==> config.mk <==
export PLATFORM = sky130hd
export DESIGN_NAME = fir_coeff_loader
export DESIGN_NICKNAME = d
export VERILOG_FILES = /design/src/rtl/fir_coeff_loader.sv
export SDC_FILE = /design/constraint.sdc
export NUM_CORES = 1
export LEC_CHECK = 0
export ABC_AREA = 1
export CORE_UTILIZATION = 30
export DETAILED_ROUTE_END_ITERATION = 8
export SLEW_MARGIN = 20
export SYNTH_ARGS = -nofsm -noshare
export SYNTH_HDL_FRONTEND = slang
export SYNTH_SLANG_ARGS = --single-unit
==> constraint.sdc <==
create_clock -name clk -period 1.5 [get_ports clk]
set_input_delay 0.375 -clock clk [delete_from_list [all_inputs] [get_ports clk]]
set_output_delay 0.375 -clock clk [all_outputs]
set_load 0.02 [all_outputs]
==> src/rtl/fir_coeff_loader.sv <==
// fir_coeff_loader
//   Receives a set of NUM_TAPS signed coefficients over a valid/ready stream
//   into a shadow register and commits the complete set to the coeff bus in a
//   single cycle. The coeff bus therefore never shows a partially loaded set.
//
//   Optional feature macro: COEFF_CHECKSUM_EN
//     - When defined, one extra checksum word follows the taps.
//     - The set commits only if (sum of taps + checksum) mod 2^COEFF_WIDTH == 0.
//     - Otherwise the sticky error flag is set.
//
// Ports
//   clk          rising-edge clock
//   rst_n        asynchronous active-low reset
//   load_start   one-cycle request to (re)start loading a set
//   coeff_in     incoming coefficient word
//   coeff_valid  coeff_in valid this cycle
//   coeff_ready  loader accepts a word this cycle (LOAD only)
//   coeff        committed flat coefficient bus; the first word is in the MSBs
//   busy         load in progress (LOAD / CHECK)
//   done         one-cycle pulse in the cycle the new set appears on coeff
//   error        sticky checksum failure; cleared by load_start
module fir_coeff_loader #(
    parameter int COEFF_WIDTH = 8,
    parameter int NUM_TAPS    = 4
) (
    input  logic                            clk,
    input  logic                            rst_n,
    input  logic                            load_start,
    input  logic [COEFF_WIDTH-1:0]          coeff_in,
    input  logic                            coeff_valid,
    output logic                            coeff_ready,
    output logic [NUM_TAPS*COEFF_WIDTH-1:0] coeff,
    output logic                            busy,
    output logic                            done,
    output logic                            error
);

    localparam int CNT_W = $clog2(NUM_TAPS + 1);
`ifdef COEFF_CHECKSUM_EN
    localparam int LAST_IDX = NUM_TAPS;      // the checksum word follows the taps
`else
    localparam int LAST_IDX = NUM_TAPS - 1;
`endif

`ifdef COEFF_CHECKSUM_EN
    typedef enum logic [1:0] {S_IDLE, S_LOAD, S_CHECK, S_COMMIT} state_t;
    logic [COEFF_WIDTH-1:0] sum_q;
    logic                   err_q;
`else
    typedef enum logic [1:0] {S_IDLE, S_LOAD, S_COMMIT} state_t;
`endif

    state_t                          state_q;
    logic [CNT_W-1:0]                cnt_q;
    logic [NUM_TAPS*COEFF_WIDTH-1:0] shadow_q, shadow_d, coeff_q;
    logic                            ready_q, busy_q, done_q;
    logic                            last_xfer;

    // The shadow image with the current word merged into slot cnt_q.
    // Tap i lives at bit (NUM_TAPS-1-i)*W, so the first word lands in the MSBs.
    // The checksum index (cnt_q == NUM_TAPS) matches no slot, so the checksum
    // word is not stored in the shadow.
    always_comb begin
        shadow_d = shadow_q;
        for (int i = 0; i < NUM_TAPS; i++)
            if (cnt_q == CNT_W'(i))
                shadow_d[(NUM_TAPS-1-i)*COEFF_WIDTH +: COEFF_WIDTH] = coeff_in;
    end

    assign last_xfer = (cnt_q == CNT_W'(LAST_IDX));

    always_ff @(posedge clk or negedge rst_n) begin
        if (!rst_n) begin
            state_q  <= S_IDLE;
            cnt_q    <= '0;
            shadow_q <= '0;
            coeff_q  <= '0;
            ready_q  <= 1'b0;
            busy_q   <= 1'b0;
            done_q   <= 1'b0;
`ifdef COEFF_CHECKSUM_EN
            sum_q    <= '0;
            err_q    <= 1'b0;
`endif
        end else begin
            done_q <= 1'b0;
            // load_start has the same effect from every state.
            // - From LOAD or CHECK it discards the partial set.
            // - From COMMIT it follows a commit that has already landed.
            if (load_start) begin
                state_q  <= S_LOAD;
                cnt_q    <= '0;
                shadow_q <= '0;
                ready_q  <= 1'b1;
                busy_q   <= 1'b1;
`ifdef COEFF_CHECKSUM_EN
                sum_q    <= '0;
                err_q    <= 1'b0;
`endif
            end else begin
                case (state_q)
                    S_LOAD: if (coeff_valid) begin
                        shadow_q <= shadow_d;
                        cnt_q    <= cnt_q + 1'b1;
`ifdef COEFF_CHECKSUM_EN
                        sum_q    <= sum_q + coeff_in;
                        if (last_xfer) begin
                            state_q <= S_CHECK;
                            ready_q <= 1'b0;
                        end
`else
                        // The commit is registered on entry to COMMIT.
                        // coeff and done therefore appear together in the
                        // cycle after the last transfer.
                        if (last_xfer) begin
                            state_q <= S_COMMIT;
                            coeff_q <= shadow_d;
                            done_q  <= 1'b1;
                            ready_q <= 1'b0;
                            busy_q  <= 1'b0;
                        end
`endif
                    end
`ifdef COEFF_CHECKSUM_EN
                    S_CHECK: begin
                        busy_q <= 1'b0;
                        if (sum_q == '0) begin
                            state_q <= S_COMMIT;
                            coeff_q <= shadow_q;
                            done_q  <= 1'b1;
                        end else begin
                            state_q <= S_IDLE;
                            err_q   <= 1'b1;
                        end
                    end
`endif
                    S_COMMIT: state_q <= S_IDLE;
                    default:  state_q <= S_IDLE;
                endcase
            end
        end
    end

    assign coeff_ready = ready_q;
    assign busy        = busy_q;
    assign done        = done_q;
    assign coeff       = coeff_q;
`ifdef COEFF_CHECKSUM_EN
    assign error       = err_q;
`else
    assign error       = 1'b0;
`endif

endmodule

* Word level (Yosys, flattened, before mapping) *
Index checks and enable logic that the tools add are counted.
W data, S select, Z words.

storage, ports and cells
  word-level logic and storage cells = 44
  bits in registers = 71
  output and inout bits = 36
  input port bits = 12

operators by class
  add/subtract/negate cells = 1
  equal/unequal tests = 6
  mux-type cells = 22
  bitwise operators = 1
  reductions and logical operators = 8

operator list
  operator               number
  $mux W32               3
  $mux W8                4
  $mux W3                3
  $mux W1                8
  $mux W2                4
  $eq A3 B2 Y1 const B   2
  $ne A3 B3 Y1 const B   2
  $reduce_bool A2 Y1     3
  $reduce_and A2 Y1      2
  $reduce_and A4 Y1      1
  $add A3 B1 Y3 const B  1
  $eq A3 B1 Y1 const B   1
  $logic_not A3 Y1       1
  $reduce_and A3 Y1      1
  $eq A2 B1 Y1 const B   1
  $not A1 Y1             1

* Depth between registers and ports, before layout *
Gate-level depths: netlist of the first run.

  depth in word-level cells = 5
  mapped depth = 10
  mapped depth without buffers = 7

* Worst setup path after synthesis of the first run *
No wires, ideal clock.

  path type = register to register
  start = register cnt_q[2]
  end = register coeff_q[18], in the netlist coeff[18]
  library setup time = 116 ps
  cell stages (with the launch flop) = 11
  required time = 1,384 ps
  arrival time = 1,449 ps
  clock period less this slack = 1,565 ps
  slack = -65 ps
  path buffers = 3
  path through = dfrtp_1 > inv_2 > buf_2 > ha_1 > buf_2 > nand2_1 > inv_1 > nand3_2 > buf_2 > nand2_1 > nand2_1

between the ends
  cells in the longest elaborated chain, start to end = 2
  elaborated cells on any way between the ends = 4
  classes of those cells = eq/ne (2); mux (1); reduce/logical (1)

ends and longest elaborated chain
  what                                                                  line    text
  start, declared                                                       54      logic [CNT_W-1:0] cnt_q;
  start signal, assigned                                                104     cnt_q <= cnt_q + 1'b1;
  $eq A3 B2 Y1 / $eq A3 B1 Y1 (equally long branches)                   70, 66
  $reduce_and A4 Y1 (no source line) / $mux W8 (equally long branches)  --
  end signal, assigned                                                  117     coeff_q <= shadow_d;
  end, declared                                                         55      logic [NUM_TAPS*COEFF_WIDTH-1:0] shadow_q, shadow_d, coeff_q;

Several ways; a longest one is shown, not always the timed one.
A chain may end at the register's enable or synchronous reset.

* Final worst setup path of the first run *
  start = register coeff_q[16], in the netlist coeff[16]
  end = output port coeff[16]

RTL lines
  what           line  text
  end, declared  32    output logic [NUM_TAPS*COEFF_WIDTH-1:0] coeff,

No word-level cell between the ends.

==> results.yml, run 1 <==
run_status:
  status: "finished, final reports clean"
floorplan:
  dieArea_mm2: 0.0115
  die-width_um: 107
  core.rowCount: 38
  initial_core_util_pct: 30.8
  core_mm2: 0.0108
  die_y_um: 107
  ioPinCount: 48
critical_path:
  worst_ep_arrival_time_ns: 1.07
  r2r_start: "cnt_q[1]"
  reg2reg_depth: 8
  worstReg2RegEnd: "coeff[10]"
  start_kind: "flop"
  required_ns: 1.12
  path_cells: "dlygate4sd2_1"
  slowest_stage: "dfrtp_1"
  worst-path-max-fanout: 2
  r2r_slack_ns: 0.06
  crit_buf_inv: 1
  crit_family: "flip-flops"
  worstSetupPathType: "reg2out"
  critPathMaxStageDelay_ns: 0.39
  worstSetupEndpointType: "output pin"
synthesis:
  yosysWarnings: 0
  ys_types: 15
  synth_seq_area_share_pct: 53.5
  ys_seq_elements: 71
  ys_top_cells_by_area: "dfrtp_1 (54%), nand2_1 (26%), nand3_1 (8.9%)"
  synthArstFlopShare_pct: 100
  synth-edff-count: 0
  synth_area_mm2: 0.00332
  syn_inst: 423
  avgSynthCellArea_um2: 7.85
  yosys.cell_count.top_type: "nand2_1"
  syn_nets: 440
  netlist.area_leader.share_pct: 53.5
  synth-main-ff-cell: "dfrtp_1"
  yosysTopAreaCell: "dfrtp_1"
  ys_top_cells_by_count: "nand2_1 (229), dfrtp_1 (71), nand3_1 (59)"
power:
  peakVddDrop_mv: 0.483
  p_per_area_mw_per_mm2: 1000
  leakagePower_nw: 2.41
finish:
  fillers: 1107
  layout-drive-gt1-share_pct: 10.6
  fin_area_mm2: 0.00422
  fin_cells: 620
  final_nets: 492
  diodes: 0
  areaGrowthSynthToFinish_pct: 27.2
clock_tree:
  clockBufferDepth: 2
  tritoncts: "done"
  htree_levels: 3
  cts_root_buf: "clkbuf_8"
  cts_buffers: 9
  clock-sinks: 71
  path_clk_slew_ns: 0.09
  worstSkewPairLatency_ns: 0.36
placement:
  placed_area_mm2: 0.00397
  place_hpwl_um: 5190
  place_congestion: 0.786
  dp_cells: 601
  pre_cts_ws_ns: -0.115
  port_buffers: 46
routing:
  postRouteAntennaNets: 0
  drt_wl_total_um: 8390
  drt-initial-drc-count: 211
  drc_errors: 0
  dr.pass1.iters: 4
  vias: 2847
  wire_per_inst_um: 13.5
  via_per_inst: 4.59
sta:
  rsz0062_at_grt: "true"
  whs_ns: 0.398
  post-route-period-util_pct: 96.3
  finalHoldViolCount: 0
  tns_ns: 0
  fin_ws_ns: 0.0549
  period_minus_slack_ns: 1.45
  skew_ns: 0.00933
  finalSetupViolCount: 0
  slew_viol_final: 0
  max_freq_mhz: 692
global_routing:
  first_global_vias: 2844
  grt_first_pass_wirelength_um: 13800
  grt_max_degree: 65
  antenna_found_initial: 0
  grt_use_total_pct: 15.6
  grt.overflow.total: 0
run:
  maxCapViolCount: 0
hold_path:
  hp-class: "in2async"
per-layer routing:
metal | track usage [%] | part of all wire (%)
met5 | 0 | 0
met1 | 19.9 | 47
met3 | 3.71 | 3.8
met4 | 6.65 | 2.1
met2 | 25.3 | 47
worst max-delay path by stage:
stage / startpoint / to / slack, ns / cells past startpoint
after CTS: coeff[17] / coeff[17] / 0.03 / 1
after detailed placement: coeff_valid / cnt_q[0] / -0.11 / 6
after floorplan: cnt_q[2] / coeff[8] / -0.002 / 10
final: coeff[16] / coeff[16] / 0.05 / 1
after global routing: cnt_q[1] / coeff[12] / -0.01 / 8
after global placement: load_start / coeff[5] / -0.07 / 7
state kept, by name, indices dropped and copies added (netlist names):
register	cells
coeff	32
shadow_q	32
cnt_q	3
state_q	2
busy	1
done	1
where the power goes:
| group | total (mW) | switching [mW] | internal (mW) | leakage (nW) |
|---|---|---|---|---|
| Combinational | 0.607 | 0.388 | 0.219 | 1.34 |
| Sequential | 2.06 | 0.0495 | 2.01 | 0.971 |
| Clock | 1.56 | 0.759 | 0.804 | 0.0981 |
| Total | 4.23 | 1.20 | 3.03 | 2.41 |
layout make-up:
cell class	instances	area (um^2)	area share [%]
Clock inverter	6	60.1	1.42
Inverter	16	60.1	1.42
Timing Repair Buffer	67	659	15.6
Multi-Input combinational cell	310	1350	32.1
Clock buffer	10	138	3.26
Tap cell	140	175	4.15
Sequential cell	71	1780	42.1
worst reg2reg max path, cell delays in order, from the launching register on:
cell and delay (ns):
dfrtp_1 0.38, ha_2 0.21, ha_4 0.18, nand2_4 0.06, inv_2 0.06, nand3_4 0.13
buf_12 0.20, nand2_1 0.07, nand2_1 0.05
metrics by stage:
stage                     total power, mW  utilization [%]
after global placement               2.72             36.7
after global routing                 4.42             39.1
after CTS                            4.25             38.7
after detailed placement             2.73             36.7
final                                4.23             39.1
after floorplan                      2.43                -
timing repair:
| action | CTS | global route |
|---|---|---|
| buffers inserted | 0 | 0 |
| pin swaps | 0 | 2 |
| cloned | 1 | 1 |
| hold buffers | 1 | 0 |
| hold endpoints to repair | 7 | 0 |
| setup endpoints to repair | 63 | 38 |
| gates resized for setup | 42 | 9 |
kinds of logic (layout without fill, tap and decap cells):
family / Yosys count / in the layout / share of synthesized area [%]
AO/OA/AOI/OAI: 8 / 8 / 1.21
adder cells (fa/ha/maj): 5 / 5 / 1.88
buffers and inverters: 42 / 99 / 6.93
AND/OR/NAND/NOR: 296 / 296 / 36.4
other: 1 / 1 / 0.113
flip-flops: 71 / 71 / 53.5
cells in the final DEF, fill, tap and decap left out, types with 2 or more instances in the layout:
| cell | Yosys | final |
|---|---|---|
| buf_12 | 0 | 4 |
| buf_4 | 6 | 14 |
| clkbuf_8 | 0 | 10 |
| clkdlybuf4s50_1 | 0 | 10 |
| clkinv_2 | 0 | 3 |
| clkinvlp_4 | 0 | 2 |
| dfrtp_1 | 71 | 71 |
| dlygate4sd2_1 | 0 | 35 |
| ha_1 | 5 | 2 |
| ha_2 | 0 | 2 |
| inv_1 | 14 | 13 |
| inv_2 | 2 | 3 |
| nand2_1 | 229 | 225 |
| nand2_2 | 0 | 3 |
| nand3_1 | 59 | 59 |
| nor2_1 | 4 | 4 |
| o21ai_0 | 8 | 4 |
| o21ai_1 | 0 | 4 |
No activity file was read; power rests on OpenSTA's default activity.
==> inputs of run 2 (changes only) <==
--- a/config.mk
+++ b/config.mk
@@ -12,3 +12,4 @@
 export SYNTH_ARGS = -nofsm -noshare
 export SYNTH_HDL_FRONTEND = slang
 export SYNTH_SLANG_ARGS = --single-unit
+export TNS_END_PERCENT = 30
==> run 2 against run 1 <==
  * Critical path type unchanged
  * Core utilization decreased by 0.093 points
  * Sequential share of layout area rose by 0.10 points
  * Worst hold slack got worse by 0.0047 ns
  * Non-clock buffer count is the same
  * Total power barely moved
  * Critical endpoint is now coeff[17]
  * Register-to-register slack about the same
  * Critical path depth did not move
  * Fmax fell by 0.19%
  * Largest power group unchanged
  * Highest routed layer unchanged
  * Via count increased by 0.74%
  * Worst setup slack got worse by 0.0027 ns
  * Routed wire length fell by 0.23%
==> results.yml, run 2 (synthesis gave the netlist of run 1 again) <==
sta:
  post-route-period-util_pct: 96.5
  finalHoldViolCount: 0
  skew_ns: 0.0110
  period_minus_slack_ns: 1.45
  rsz0062_at_grt: "true"
  fin_ws_ns: 0.0522
  slew_viol_final: 0
  whs_ns: 0.394
  max_freq_mhz: 691
  finalSetupViolCount: 0
global_routing:
  grt.overflow.total: 0
  antenna_found_initial: 0
  grt_max_degree: 65
  first_global_vias: 2808
  grt_use_total_pct: 15.2
  grt_first_pass_wirelength_um: 13500
critical_path:
  worstSetupEndpointType: "output pin"
  critPathMaxStageDelay_ns: 0.39
  crit_family: "flip-flops"
  crit_buf_inv: 1
  start_kind: "flop"
  worst-path-max-fanout: 2
  worstSetupPathType: "reg2out"
  required_ns: 1.12
  path_cells: "dlygate4sd2_1"
  worst_ep_arrival_time_ns: 1.07
  slowest_stage: "dfrtp_1"
clock_tree:
  htree_levels: 3
  path_clk_slew_ns: 0.09
  clockBufferDepth: 2
  cts_root_buf: "clkbuf_8"
  tritoncts: "done"
  clock-sinks: 71
  cts_buffers: 9
  worstSkewPairLatency_ns: 0.36
routing:
  dr.pass1.iters: 4
  drt_wl_total_um: 8370
  via_per_inst: 4.63
  drc_errors: 0
  drt-initial-drc-count: 200
  wire_per_inst_um: 13.5
  vias: 2868
  postRouteAntennaNets: 0
power:
  p_per_area_mw_per_mm2: 1000
  leakagePower_nw: 2.40
  peakVddDrop_mv: 0.481
  power_mw: 4.23
floorplan:
  ioPinCount: 48
  core_mm2: 0.0108
  die_y_um: 107
  core.rowCount: 38
  initial_core_util_pct: 30.8
  dieArea_mm2: 0.0115
  die-width_um: 107
hold_path:
  hp-class: "in2async"
run:
  maxCapViolCount: 0
placement:
  port_buffers: 46
  dp_cells: 601
  placed_area_mm2: 0.00397
  place_hpwl_um: 5190
  place_congestion: 0.786
  pre_cts_ws_ns: -0.115
finish:
  areaGrowthSynthToFinish_pct: 26.9
  fin_area_mm2: 0.00421
  diodes: 0
  final_cell_mix: "nand2_1 (225), dfrtp_1 (71), nand3_1 (59)"
  fin_cells: 620
  layout_commonest_cell: "nand2_1"
  final_nets: 492
  layout-drive-gt1-share_pct: 10.4
run_status:
  status: "finished, final reports clean"
-- run 2: cell types whose count changed in the layout (fill, tap and decap cells not counted), sizes merged --
cell and change:
buf -1, clkbuf +1
-- run 2: timing repair --
action	4_1_cts	5_1_grt
endpoints found under the setup margin	63	51
resized for setup	37	10
gates cloned	0	2
hold buffers	1	0
setup buffers	0	0
pin swaps	0	0
endpoints found under the hold margin	7	0
-- run 2: final timing paths --
path	startpoint	end	slack (ns)	cells after the start
max	coeff[17]	coeff[17]	0.05	1
min	rst_n	coeff[17]	0.39	2
max reg2reg	cnt_q[0]	coeff[30]	0.06	8
min reg2reg	coeff[2]	coeff[2]	0.47	2
max in group asynchronous	rst_n	shadow_q[12]	0.50	3
min in group clk	coeff[2]	coeff[2]	0.47	2
-- run 2: per-layer routing --
layer  up-vias  wire (um)  share of wire (%)  track usage, %
met3        15        427                5.1            3.71
li1       1425          -                  -               -
met5         -          0                  0               0
met2        76       3900                 47            24.5
met1      1352       3890                 46            19.5
met4         0        153                1.8            6.36
-- run 2: area by class of cell --
type	instances	area, um^2
Clock buffer	10	138
Clock inverter	6	60.1
Fill cell	1109	6580
Inverter	16	60.1
Multi-Input combinational cell	310	1350
Sequential cell	71	1780
Tap cell	140	175
Timing Repair Buffer	67	657
-- run 2: where the power goes --
part	switching (mW)	internal, mW
Clock	0.761	0.804
Sequential	0.0493	2.01
Combinational	0.387	0.218
-- run 2: stage by stage --
stage          util, %  setup TNS (ns)
5_1_grt           39.0         -0.0213
2_1_floorplan        -         -0.0424
3_5_place_dp      36.7           -5.59
4_1_cts           38.3               0
6_report          39.0               0
3_3_place_gp      36.7           -3.65
==> RTL change (settings of run 2) <==
The option `COEFF_CHECKSUM_EN` is turned on by a define.
--- a/src/rtl/fir_coeff_loader.sv
+++ b/src/rtl/fir_coeff_loader.sv
@@ -20,4 +20,6 @@
 //   done         one-cycle pulse in the cycle the new set appears on coeff
 //   error        sticky checksum failure; cleared by load_start
+`define COEFF_CHECKSUM_EN
+
 module fir_coeff_loader #(
     parameter int COEFF_WIDTH = 8,
Check against the original RTL: not equivalent (Yosys sat finds a counterexample within 10 cycles, from zero or initial values and one cycle with rst_n low).
==> RTL change against run 2 <==
  * Die area rose by 11%
  * Design area rose by 17%
  * Worst setup slack got worse by 0.011 ns
  * Utilization rose by 2.2 points
  * Sequential cell count rose by 10
  * Wire length fell by 5.3%
  * Area after synthesis rose by 11%
  * Critical endpoint is now sum_q[6]
Power is not compared: it rests on default switching activity, and its combinational part moved more than twofold at a synthesized area within 25%.
==> RTL change: results <==
export IMPL_r2r_start="sum_q[0]"
export IMPL_gp_congestion=0.7898
export IMPL_status="completed"
export IMPL_wire_per_inst_um=12.42
export IMPL_worst_endpoint_arrival_ns=1.73
export IMPL_grt_max_degree=54
export IMPL_dpl_instance_area_um2=4537
export IMPL_drt_iter0_markers=146
export IMPL_dp_slack_ns=-0.5410
export IMPL_cp_top_family="adder cells"
export IMPL_reg2reg_to="sum_q[6]"
export IMPL_grt_usage_pct=13.59
export IMPL_yosysSeqAreaShare_pct=55.12
export IMPL_clkLatencyLatePin_ns=0.33
export IMPL_holdWs_ns=0.4744
export IMPL_critPathCaptureType="flop"
export IMPL_first_global_vias=2809
export IMPL_synth_distinct_cells=24
export IMPL_dp_cells=618
export IMPL_synthAdderAreaFrac_pct=5.308
export IMPL_routed_via_density=4.448
export IMPL_clock_skew_ns=0.007741
export IMPL_timing_reg2reg_setup_slack_ns=0.04
export IMPL_ctsResizeCount=45
export IMPL_cts_root_buffer="clkbuf_16"
export IMPL_reg2regPathDepth=9
export IMPL_hp_class="reg -> reg"
export IMPL_port_buffers=47
export IMPL_synthXorXnorAreaFrac_pct=0.4764
export IMPL_cp_slowest_stage_delay_ns=0.37
RTL change: cell count changes after synthesis, sizes merged, moves of 7 or more:
cell,before,now
buf,26,11
ha,5,14
nor2,6,18
dfrtp,71,81
nand2,229,109
nand3,61,11
inv,16,65
a21oi,0,7
o21ai,8,78
RTL change: logic make-up after synthesis:
| family | after synthesis |
|---|---|
| and+or+nand+nor | 138 |
| buffers and inverters | 77 |
| adders and majority gates | 15 |
| AOI/OAI and AO/OA | 88 |
| DFF | 81 |
| xor gates and xnor gates | 2 |
RTL change: final cells by class:
cell class / instances / area, µm²
Fill cell: 1179 / 7025
Sequential cell: 81 / 2028
Multi-Input combinational cell: 243 / 1403
Timing Repair Buffer: 87 / 814.5
Inverter: 65 / 244.0
Clock buffer: 10 / 229.0
Tap cell: 147 / 183.9
Clock inverter: 5 / 33.78
RTL change: routing by layer:
layer,vias to the layer above,global-route usage (%),wire length (µm)
li1,1432,-,-
met3,9,4.499,311
met5,-,0,0
met2,55,22.51,3837
met1,1342,17.19,3681
met4,0,3.200,94
